$ cat src/rtl/round_judge_pkg.sv
// Shared types and constants for the not-not game: key width, colour indices,
// answer mask type and the round judge state encoding.
package not_not_pkg;

    localparam int KEY_W = 4;

    localparam int COL_0 = 0;
    localparam int COL_1 = 1;
    localparam int COL_2 = 2;
    localparam int COL_3 = 3;

    typedef logic [KEY_W-1:0] mask_t;

    typedef enum logic [2:0] {
        IDLE      = 3'd0,
        WAIT_CHAL = 3'd1,
        ARM       = 3'd2,
        PLAY      = 3'd3,
        OVER      = 3'd4
    } state_t;

    function automatic logic is_onehot(mask_t m);
        return (m != '0) && ((m & (m - mask_t'(1))) == '0);
    endfunction

endpackage

$ cat src/rtl/round_judge_if.sv
// Challenge handshake between the challenge generator (master) and the
// round judge (slave); the generator holds valid/mask until acked.
interface round_judge_if;
    import not_not_pkg::*;

    logic  challenge_valid;
    mask_t answer_mask;
    logic  challenge_ack;

    modport master (
        output challenge_valid,
        output answer_mask,
        input  challenge_ack
    );

    modport slave (
        input  challenge_valid,
        input  answer_mask,
        output challenge_ack
    );

endinterface

$ cat src/rtl/round_judge_key_edge_sync.sv
// Two-flop synchroniser for asynchronous level inputs plus a rising-edge
// detector on the synchronised level.
module key_edge_sync #(
    parameter int W = 4
) (
    input  logic         clock,
    input  logic         resetn,
    input  logic [W-1:0] din,
    output logic [W-1:0] level,
    output logic [W-1:0] rise
);

    logic [W-1:0] meta;
    logic [W-1:0] sync;
    logic [W-1:0] prev;

    always_ff @(posedge clock or negedge resetn) begin
        if (!resetn) begin
            meta <= '0;
            sync <= '0;
            prev <= '0;
        end else begin
            meta <= din;
            sync <= meta;
            prev <= sync;
        end
    end

    assign level = sync;
    assign rise  = sync & ~prev;

endmodule

$ cat src/rtl/round_judge.sv
// Player-side answer checker: consumes challenges, times each round,
// judges the player's key press and keeps the score.
module round_judge
    import not_not_pkg::*;
#(
    parameter int TIMEOUT_CYCLES = 100000000,
    parameter int SCORE_W        = 8,
    parameter int TIMER_W        = $clog2(TIMEOUT_CYCLES)
) (
    input  logic               clock,
    input  logic               resetn,
    input  logic               start,
    round_judge_if.slave       chal,
    input  logic [KEY_W-1:0]   key_in,
    output logic               draw_req,
    output logic               round_win,
    output logic               game_over,
    output logic [SCORE_W-1:0] score,
    output logic [TIMER_W-1:0] time_left,
    output logic [2:0]         state_dbg
);

    state_t             state;
    mask_t              mask_q;
    logic [TIMER_W-1:0] timer_q;
    logic [SCORE_W-1:0] score_q;
    logic               ack_q;
    logic               win_q;
    logic               over_q;

    mask_t key_s;
    mask_t press;
    logic  start_lvl_unused;
    logic  start_rise;

    key_edge_sync #(.W(KEY_W)) u_key_sync (
        .clock  (clock),
        .resetn (resetn),
        .din    (key_in),
        .level  (key_s),
        .rise   (press)
    );

    key_edge_sync #(.W(1)) u_start_sync (
        .clock  (clock),
        .resetn (resetn),
        .din    (start),
        .level  (start_lvl_unused),
        .rise   (start_rise)
    );

    // A press only counts in PLAY and beats a coincident timeout.
    logic verdict_valid;
    logic verdict_win;

    always_comb begin
        verdict_valid = 1'b0;
        verdict_win   = 1'b0;
        if (state == PLAY && press != '0) begin
            verdict_valid = 1'b1;
            verdict_win   = is_onehot(press) && ((press & mask_q) != '0);
        end else if ((state == ARM || state == PLAY) && timer_q == '0) begin
            verdict_valid = 1'b1;
            verdict_win   = (mask_q == '0);
        end
    end

    always_ff @(posedge clock or negedge resetn) begin
        if (!resetn) begin
            state   <= IDLE;
            mask_q  <= '0;
            timer_q <= '0;
            score_q <= '0;
            ack_q   <= 1'b0;
            win_q   <= 1'b0;
            over_q  <= 1'b0;
        end else begin
            ack_q <= 1'b0;
            win_q <= 1'b0;
            unique case (state)
                IDLE: begin
                    if (start_rise) begin
                        score_q <= '0;
                        state   <= WAIT_CHAL;
                    end
                end
                WAIT_CHAL: begin
                    if (chal.challenge_valid) begin
                        mask_q  <= chal.answer_mask;
                        timer_q <= TIMER_W'(TIMEOUT_CYCLES - 1);
                        ack_q   <= 1'b1;
                        state   <= ARM;
                    end
                end
                ARM, PLAY: begin
                    if (verdict_valid) begin
                        if (verdict_win) begin
                            if (score_q != '1) begin
                                score_q <= score_q + SCORE_W'(1);
                            end
                            win_q   <= 1'b1;
                            timer_q <= '0;
                            state   <= WAIT_CHAL;
                        end else begin
                            over_q <= 1'b1;
                            state  <= OVER;
                        end
                    end else begin
                        timer_q <= timer_q - TIMER_W'(1);
                        if (state == ARM && key_s == '0) begin
                            state <= PLAY;
                        end
                    end
                end
                OVER: begin
                    if (start_rise) begin
                        score_q <= '0;
                        over_q  <= 1'b0;
                        timer_q <= '0;
                        state   <= WAIT_CHAL;
                    end
                end
                default: state <= IDLE;
            endcase
        end
    end

    assign chal.challenge_ack = ack_q;
    assign draw_req           = ack_q;
    assign round_win          = win_q;
    assign game_over          = over_q;
    assign score              = score_q;
    assign time_left          = timer_q;
    assign state_dbg          = state;

endmodule

$ cat src/flat_wrapper.sv
// flat-port wrapper written by rule: the top's interface ports become plain ports
module round_judge_flat import not_not_pkg::*;
#(
    parameter int TIMEOUT_CYCLES = 100000000,
    parameter int SCORE_W        = 8,
    parameter int TIMER_W        = $clog2(TIMEOUT_CYCLES)
)
  (clock, resetn, start, key_in, draw_req, round_win, game_over, score, time_left, state_dbg, chal_challenge_valid, chal_answer_mask, chal_challenge_ack);
  round_judge_if chal_i ();
  input  logic clock;
  input  logic resetn;
  input  logic start;
  input  logic [KEY_W-1:0] key_in;
  output logic draw_req;
  output logic round_win;
  output logic game_over;
  output logic [SCORE_W-1:0] score;
  output logic [TIMER_W-1:0] time_left;
  output logic [2:0] state_dbg;
  input wire logic [$bits(chal_i.challenge_valid)-1:0] chal_challenge_valid;
  input wire logic [$bits(chal_i.answer_mask)-1:0] chal_answer_mask;
  output wire logic [$bits(chal_i.challenge_ack)-1:0] chal_challenge_ack;
  assign chal_i.challenge_valid = chal_challenge_valid;
  assign chal_i.answer_mask = chal_answer_mask;
  assign chal_challenge_ack = chal_i.challenge_ack;
  round_judge #(.TIMEOUT_CYCLES(TIMEOUT_CYCLES), .SCORE_W(SCORE_W), .TIMER_W(TIMER_W)) u_core (.clock(clock), .resetn(resetn), .start(start), .chal(chal_i), .key_in(key_in), .draw_req(draw_req), .round_win(round_win), .game_over(game_over), .score(score), .time_left(time_left), .state_dbg(state_dbg));
endmodule
$ cat config.mk
export PLATFORM = sky130hd
export DESIGN_NAME = round_judge_flat
export DESIGN_NICKNAME = d
export VERILOG_FILES = /design/src/rtl/round_judge_pkg.sv /design/src/rtl/round_judge_if.sv /design/src/rtl/round_judge_key_edge_sync.sv /design/src/rtl/round_judge.sv /design/src/flat_wrapper.sv
export SDC_FILE = /design/constraint.sdc
export NUM_CORES = 1
export LEC_CHECK = 0
export BUFFER_PORTS_ARGS = -buffer_cell sky130_fd_sc_hd__buf_2
export CORE_MARGIN = 2
export CORE_UTILIZATION = 30
export DETAILED_ROUTE_END_ITERATION = 7
export GPL_TIMING_DRIVEN = 0
export PLACE_DENSITY_LB_ADDON = 0.12
export SYNTH_ARGS = -nofsm -noshare
export SYNTH_HDL_FRONTEND = slang
export SYNTH_HIERARCHICAL = 1
export SYNTH_SLANG_ARGS = --single-unit
$ cat constraint.sdc
create_clock -name clock -period 2.6 [get_ports clock]
set_clock_uncertainty 0.15 [all_clocks]
set_input_delay 0.52 -clock clock [delete_from_list [all_inputs] [get_ports clock]]
set_output_delay 0.52 -clock clock [all_outputs]
set_load 0.01 [all_outputs]
==> insert_results.sql <==
INSERT INTO impl_metrics (metric_group, metric, value, unit) VALUES
('run_status', 'result_of_the_run', 'complete, no violations', ''),
('worst_hold_path', 'hp-class', 'in -> async', ''),
('clock_network', 'tritoncts', 'yes', ''),
('global_routing', 'antenna_found_initial', '0', ''),
('global_routing', 'globalRouteOverflowTotal', '0', ''),
('yosys', 'synth.avg_cell_area', '10.05', 'sq um'),
('setup_path', 'timing.critical_path.fanout_max', '5', ''),
('power', 'peakVddDrop', '0.3490', 'mV'),
('global_routing', 'overall_routing_resource_usage', '16.65', '%'),
('yosys', 'ys_warn_count', '6', ''),
('yosys', 'simple_gate_fraction_of_synth_area', '25.13', '%'),
('detailed_routing', 'initialDrtViolationCount', '154', ''),
('sta', 'fin_setup_tns', '0', 'ps'),
('detailed_routing', 'route.detailed.wl_per_inst', '16.86', 'microns'),
('setup_path', 'critical_path.startpoint_type', 'register', ''),
('yosys', 'ys_dominant_reg_cell', 'sky130_fd_sc_hd__dfrtp_1', ''),
('setup_path', 'worstRegToRegCells', '8', ''),
('power', 'report.power.total', '0.004346', 'W'),
('finish', 'fillerInstances', '1128', ''),
('detailed_routing', 'drt_pre_antenna_iters', '5', ''),
('detailed_routing', 'post_drt_via_cell_ratio', '5.346', ''),
('finish', 'num-nets-final', '425', ''),
('placed_design', 'hpwl', '6370', 'microns'),
('setup_path', 'timing.critical_path.cells', 'nor4_4 > nand4_1 > buf_4 > nor4_4 > buf_4 > o2111ai_1 > and3_1 > a211o_1', ''),
('detailed_routing', 'antenna_violating_nets_post_route', '0', ''),
('yosys', 'synth_top_family_by_area', 'simple AND/OR/NAND/NOR gates', ''),
('sta', 'max_slew.worst_pin.slew', '929.9', 'ps'),
('floorplanning', 'chipWidth', '109.1', 'microns'),
('yosys', 'synth-async-reset-ratio', '100.0', '%'),
('clock_network', 'clk_pin_slew_worst_paths', '80', 'ps'),
('floorplanning', 'placementRows', '38', ''),
('sta', 'layout_worst_path_cycle_share', '96.80', '%'),
('setup_path', 'critPathArrivalTime', '2600', 'ps'),
('setup_path', 'worst-r2r-setup-slack', '80', 'ps'),
('clock_network', 'inserted_clock_buffers', '9', ''),
('setup_path', 'timing.critical_path.max_delay_family', 'simple AND/OR/NAND/NOR gates', ''),
('yosys', 'area_share_of_the_leading_cell_type_in_the_synthesized_netlist', '45.28', '%'),
('finish', 'leading_cell_types_in_the_layout_fill_and_taps_excluded', '58 x sky130_fd_sc_hd__dfrtp_1, 53 x sky130_fd_sc_hd__buf_2, 23 x sky130_fd_sc_hd__nor2_1', ''),
('setup_path', 'critical_path_capture_point_type', 'register', ''),
('clock_network', 'clk-insertion-delay-late', '340', 'ps'),
('global_routing', 'grt_pass1_wl', '15030', 'microns'),
('setup_path', 'critical_path_class', 'reg -> reg', ''),
('finish', 'layout_cells_sized_above_1', '31.81', '%'),
('yosys', 'post-synth-top-area-cell', 'sky130_fd_sc_hd__dfrtp_1', ''),
('sta', 'period_minus_slack', '2517', 'ps'),
('finish', 'area.growth.synth_to_final', '25.21', '%'),
('yosys', 'most_area_consuming_cells_after_synthesis', 'sky130_fd_sc_hd__dfrtp_1 45%, sky130_fd_sc_hd__nor4_4 3.2%, sky130_fd_sc_hd__o21ai_1 3.2%, sky130_fd_sc_hd__a21oi_1 2.9%, sky130_fd_sc_hd__nor2_1 2.6%', ''),
('floorplanning', 'initial_utilization', '30.72', '%'),
('sta', 'drv_slew', '0', ''),
('clock_network', 'clock_tree.htree_level_count', '3', ''),
('detailed_routing', 'num_vias', '2967', ''),
('setup_path', 'worstSetupPathDepth', '8', ''),
('clock_network', 'clockRootBuffer', 'sky130_fd_sc_hd__clkbuf_8', ''),
('yosys', 'post_synth_inst_count', '330', ''),
('placed_design', 'gp_congestion', '0.8209', ''),
('finish', 'antenna-diode-count', '0', ''),
('sta', 'rsz_0062_raised_after_global_routing', 'yes', ''),
('yosys', 'synth_mux_area_share', '2.264', '%'),
('yosys', 'post_synthesis_sequential_area_ratio', '45.28', '%'),
('yosys', 'post_synth_xor_xnor_area', '0.2642', '%'),
('yosys', 'synth_compound_area_share', '22.08', '%'),
('yosys', 'synth_cell_type_count', '62', ''),
('yosys', 'netlist_area', '3316', 'sq um'),
('sta', 'finalSetupViolCount', '0', ''),
('floorplanning', 'core_region_area', '10790', 'sq um'),
('yosys', 'synth_edf_count', '0', ''),
('floorplanning', 'chipHeight', '109.1', 'microns'),
('yosys', 'synthAdderAreaFrac', '1.132', '%'),
('finish', 'layout_commonest_cell', 'sky130_fd_sc_hd__dfrtp_1', ''),
('detailed_routing', 'drc', '0', ''),
('yosys', 'synth-seq-cells', '60', '');
-- logic make-up (layout without fill, tap and decap cells) --
group,after synthesis,after routing
buffers and inverters,27,112
AND/OR/NAND/NOR,123,123
AO/OA/AOI/OAI,109,109
multiplexers,7,7
adder cells (fa/ha/maj),3,3
XOR/XNOR,1,1
flip-flops,60,60
-- layout make-up --
cell class	instances	area, sq um	share of cell area (%)
clock inverter	7	51.30	1.236
sequential	60	1504	36.23
inverter	15	56.30	1.356
multi-input combinational	243	1768	42.59
tap	140	175.2	4.219
timing repair buffer	69	387.9	9.343
buffer	12	85.08	2.049
clock buffer	9	123.9	2.984
-- final timing paths --
| kind | startpoint | to |
|---|---|---|
| worst min register to register | u_core/u_key_sync/meta[2]$_DFF_PN0_ | u_core/u_key_sync/level[2]$_DFF_PN0_ |
| worst max-delay path | u_core/time_left[12]$_DFFE_PN0P_ | u_core/score[7]$_DFFE_PN0P_ |
| worst min-delay path | resetn | u_core/score[3]$_DFFE_PN0P_ |
| min in group clock | key_in[2] | u_core/u_key_sync/meta[2]$_DFF_PN0_ |
| max in group asynchronous | resetn | u_core/time_left[0]$_DFFE_PN0P_ |
| worst max register to register | u_core/time_left[12]$_DFFE_PN0P_ | u_core/score[7]$_DFFE_PN0P_ |
-- flip-flops by register name (all words and copies together) (netlist names), 3 cells and up --
name and cells:
u_core/time_left 27, u_core/score 8, u_core/mask_q 4, u_core/u_key_sync/level 4
u_core/u_key_sync/meta 4, u_core/u_key_sync/prev 4, u_core/state_dbg 3
-- cell usage after synthesis, types with 2 or more instances --
library cell                 n
sky130_fd_sc_hd__dfrtp_1    60
sky130_fd_sc_hd__nor2_1     23
sky130_fd_sc_hd__nand2_1    21
sky130_fd_sc_hd__o21ai_1    21
sky130_fd_sc_hd__a21oi_1    19
sky130_fd_sc_hd__o21ai_0    17
sky130_fd_sc_hd__inv_1      15
sky130_fd_sc_hd__nor3_1     14
sky130_fd_sc_hd__a211oi_1    8
sky130_fd_sc_hd__a31oi_1     7
sky130_fd_sc_hd__nand3_1     7
sky130_fd_sc_hd__nand4_1     6
sky130_fd_sc_hd__nor2b_4     5
sky130_fd_sc_hd__nor4_4      5
sky130_fd_sc_hd__o2bb2ai_1   5
sky130_fd_sc_hd__or4_1       5
sky130_fd_sc_hd__and3_1      4
sky130_fd_sc_hd__and4_1      4
sky130_fd_sc_hd__clkbuf_1    4
sky130_fd_sc_hd__mux2_2      4
sky130_fd_sc_hd__nor3_2      4
sky130_fd_sc_hd__nor4_1      4
sky130_fd_sc_hd__a221oi_1    3
sky130_fd_sc_hd__a22o_1      3
sky130_fd_sc_hd__buf_2       3
sky130_fd_sc_hd__ha_1        3
sky130_fd_sc_hd__mux2i_1     3
sky130_fd_sc_hd__o22ai_1     3
sky130_fd_sc_hd__o31ai_1     3
sky130_fd_sc_hd__or3_1       3
sky130_fd_sc_hd__a211o_1     2
sky130_fd_sc_hd__and2_1      2
sky130_fd_sc_hd__buf_4       2
sky130_fd_sc_hd__buf_6       2
sky130_fd_sc_hd__nand2b_1    2
sky130_fd_sc_hd__nand3_4     2
sky130_fd_sc_hd__nor2b_1     2
sky130_fd_sc_hd__nor4_2      2
sky130_fd_sc_hd__o2111ai_1   2
sky130_fd_sc_hd__o32a_1      2
sky130_fd_sc_hd__o41ai_1     2
sky130_fd_sc_hd__or2_2       2
-- through the flow --
stage          instance area (sq um)  setup WS, ps  hold WS [ps]  util (%)  instances
2_1_floorplan                   3316         294.8         74.41         -        330
3_3_place_gp                    3756        -232.9         182.0     34.80        523
3_5_place_dp                    3759        -206.5         184.7     34.82        523
4_1_cts                         4005        -6.830         106.4     37.11        545
5_1_grt                         4151        -21.56         93.88     38.47        555
6_report                        4151         83.31         93.93     38.47        555
-- report_power, final --
| group | switching, W | internal [W] | leakage [nW] |
|---|---|---|---|
| clock network | 0.000424 | 0.000350 | 0.0860 |
| logic | 0.00119 | 0.000844 | 0.993 |
| registers | 0.000361 | 0.00117 | 0.731 |
| total | 0.00198 | 0.00237 | 1.81 |
-- repair_timing --
item / 4_1_cts / 5_1_grt
pin swaps: 2 / 9
hold buffers: 0 / 0
resized for setup: 7 / 16
buffers inserted: 6 / 10
setup endpoints to repair: 27 / 32
hold endpoints to repair: 0 / 0
-- metal layers --
| metal | global-route usage, % | vias to the layer above | wire, microns |
|---|---|---|---|
| li1 | - | 1426 | - |
| met1 | 23.52 | 1444 | 4521 |
| met2 | 24.40 | 88 | 4141 |
| met3 | 4.603 | 9 | 574 |
| met4 | 5.678 | 0 | 122 |
| met5 | 0 | - | 0 |
No activity file was read; power rests on OpenSTA's default activity.
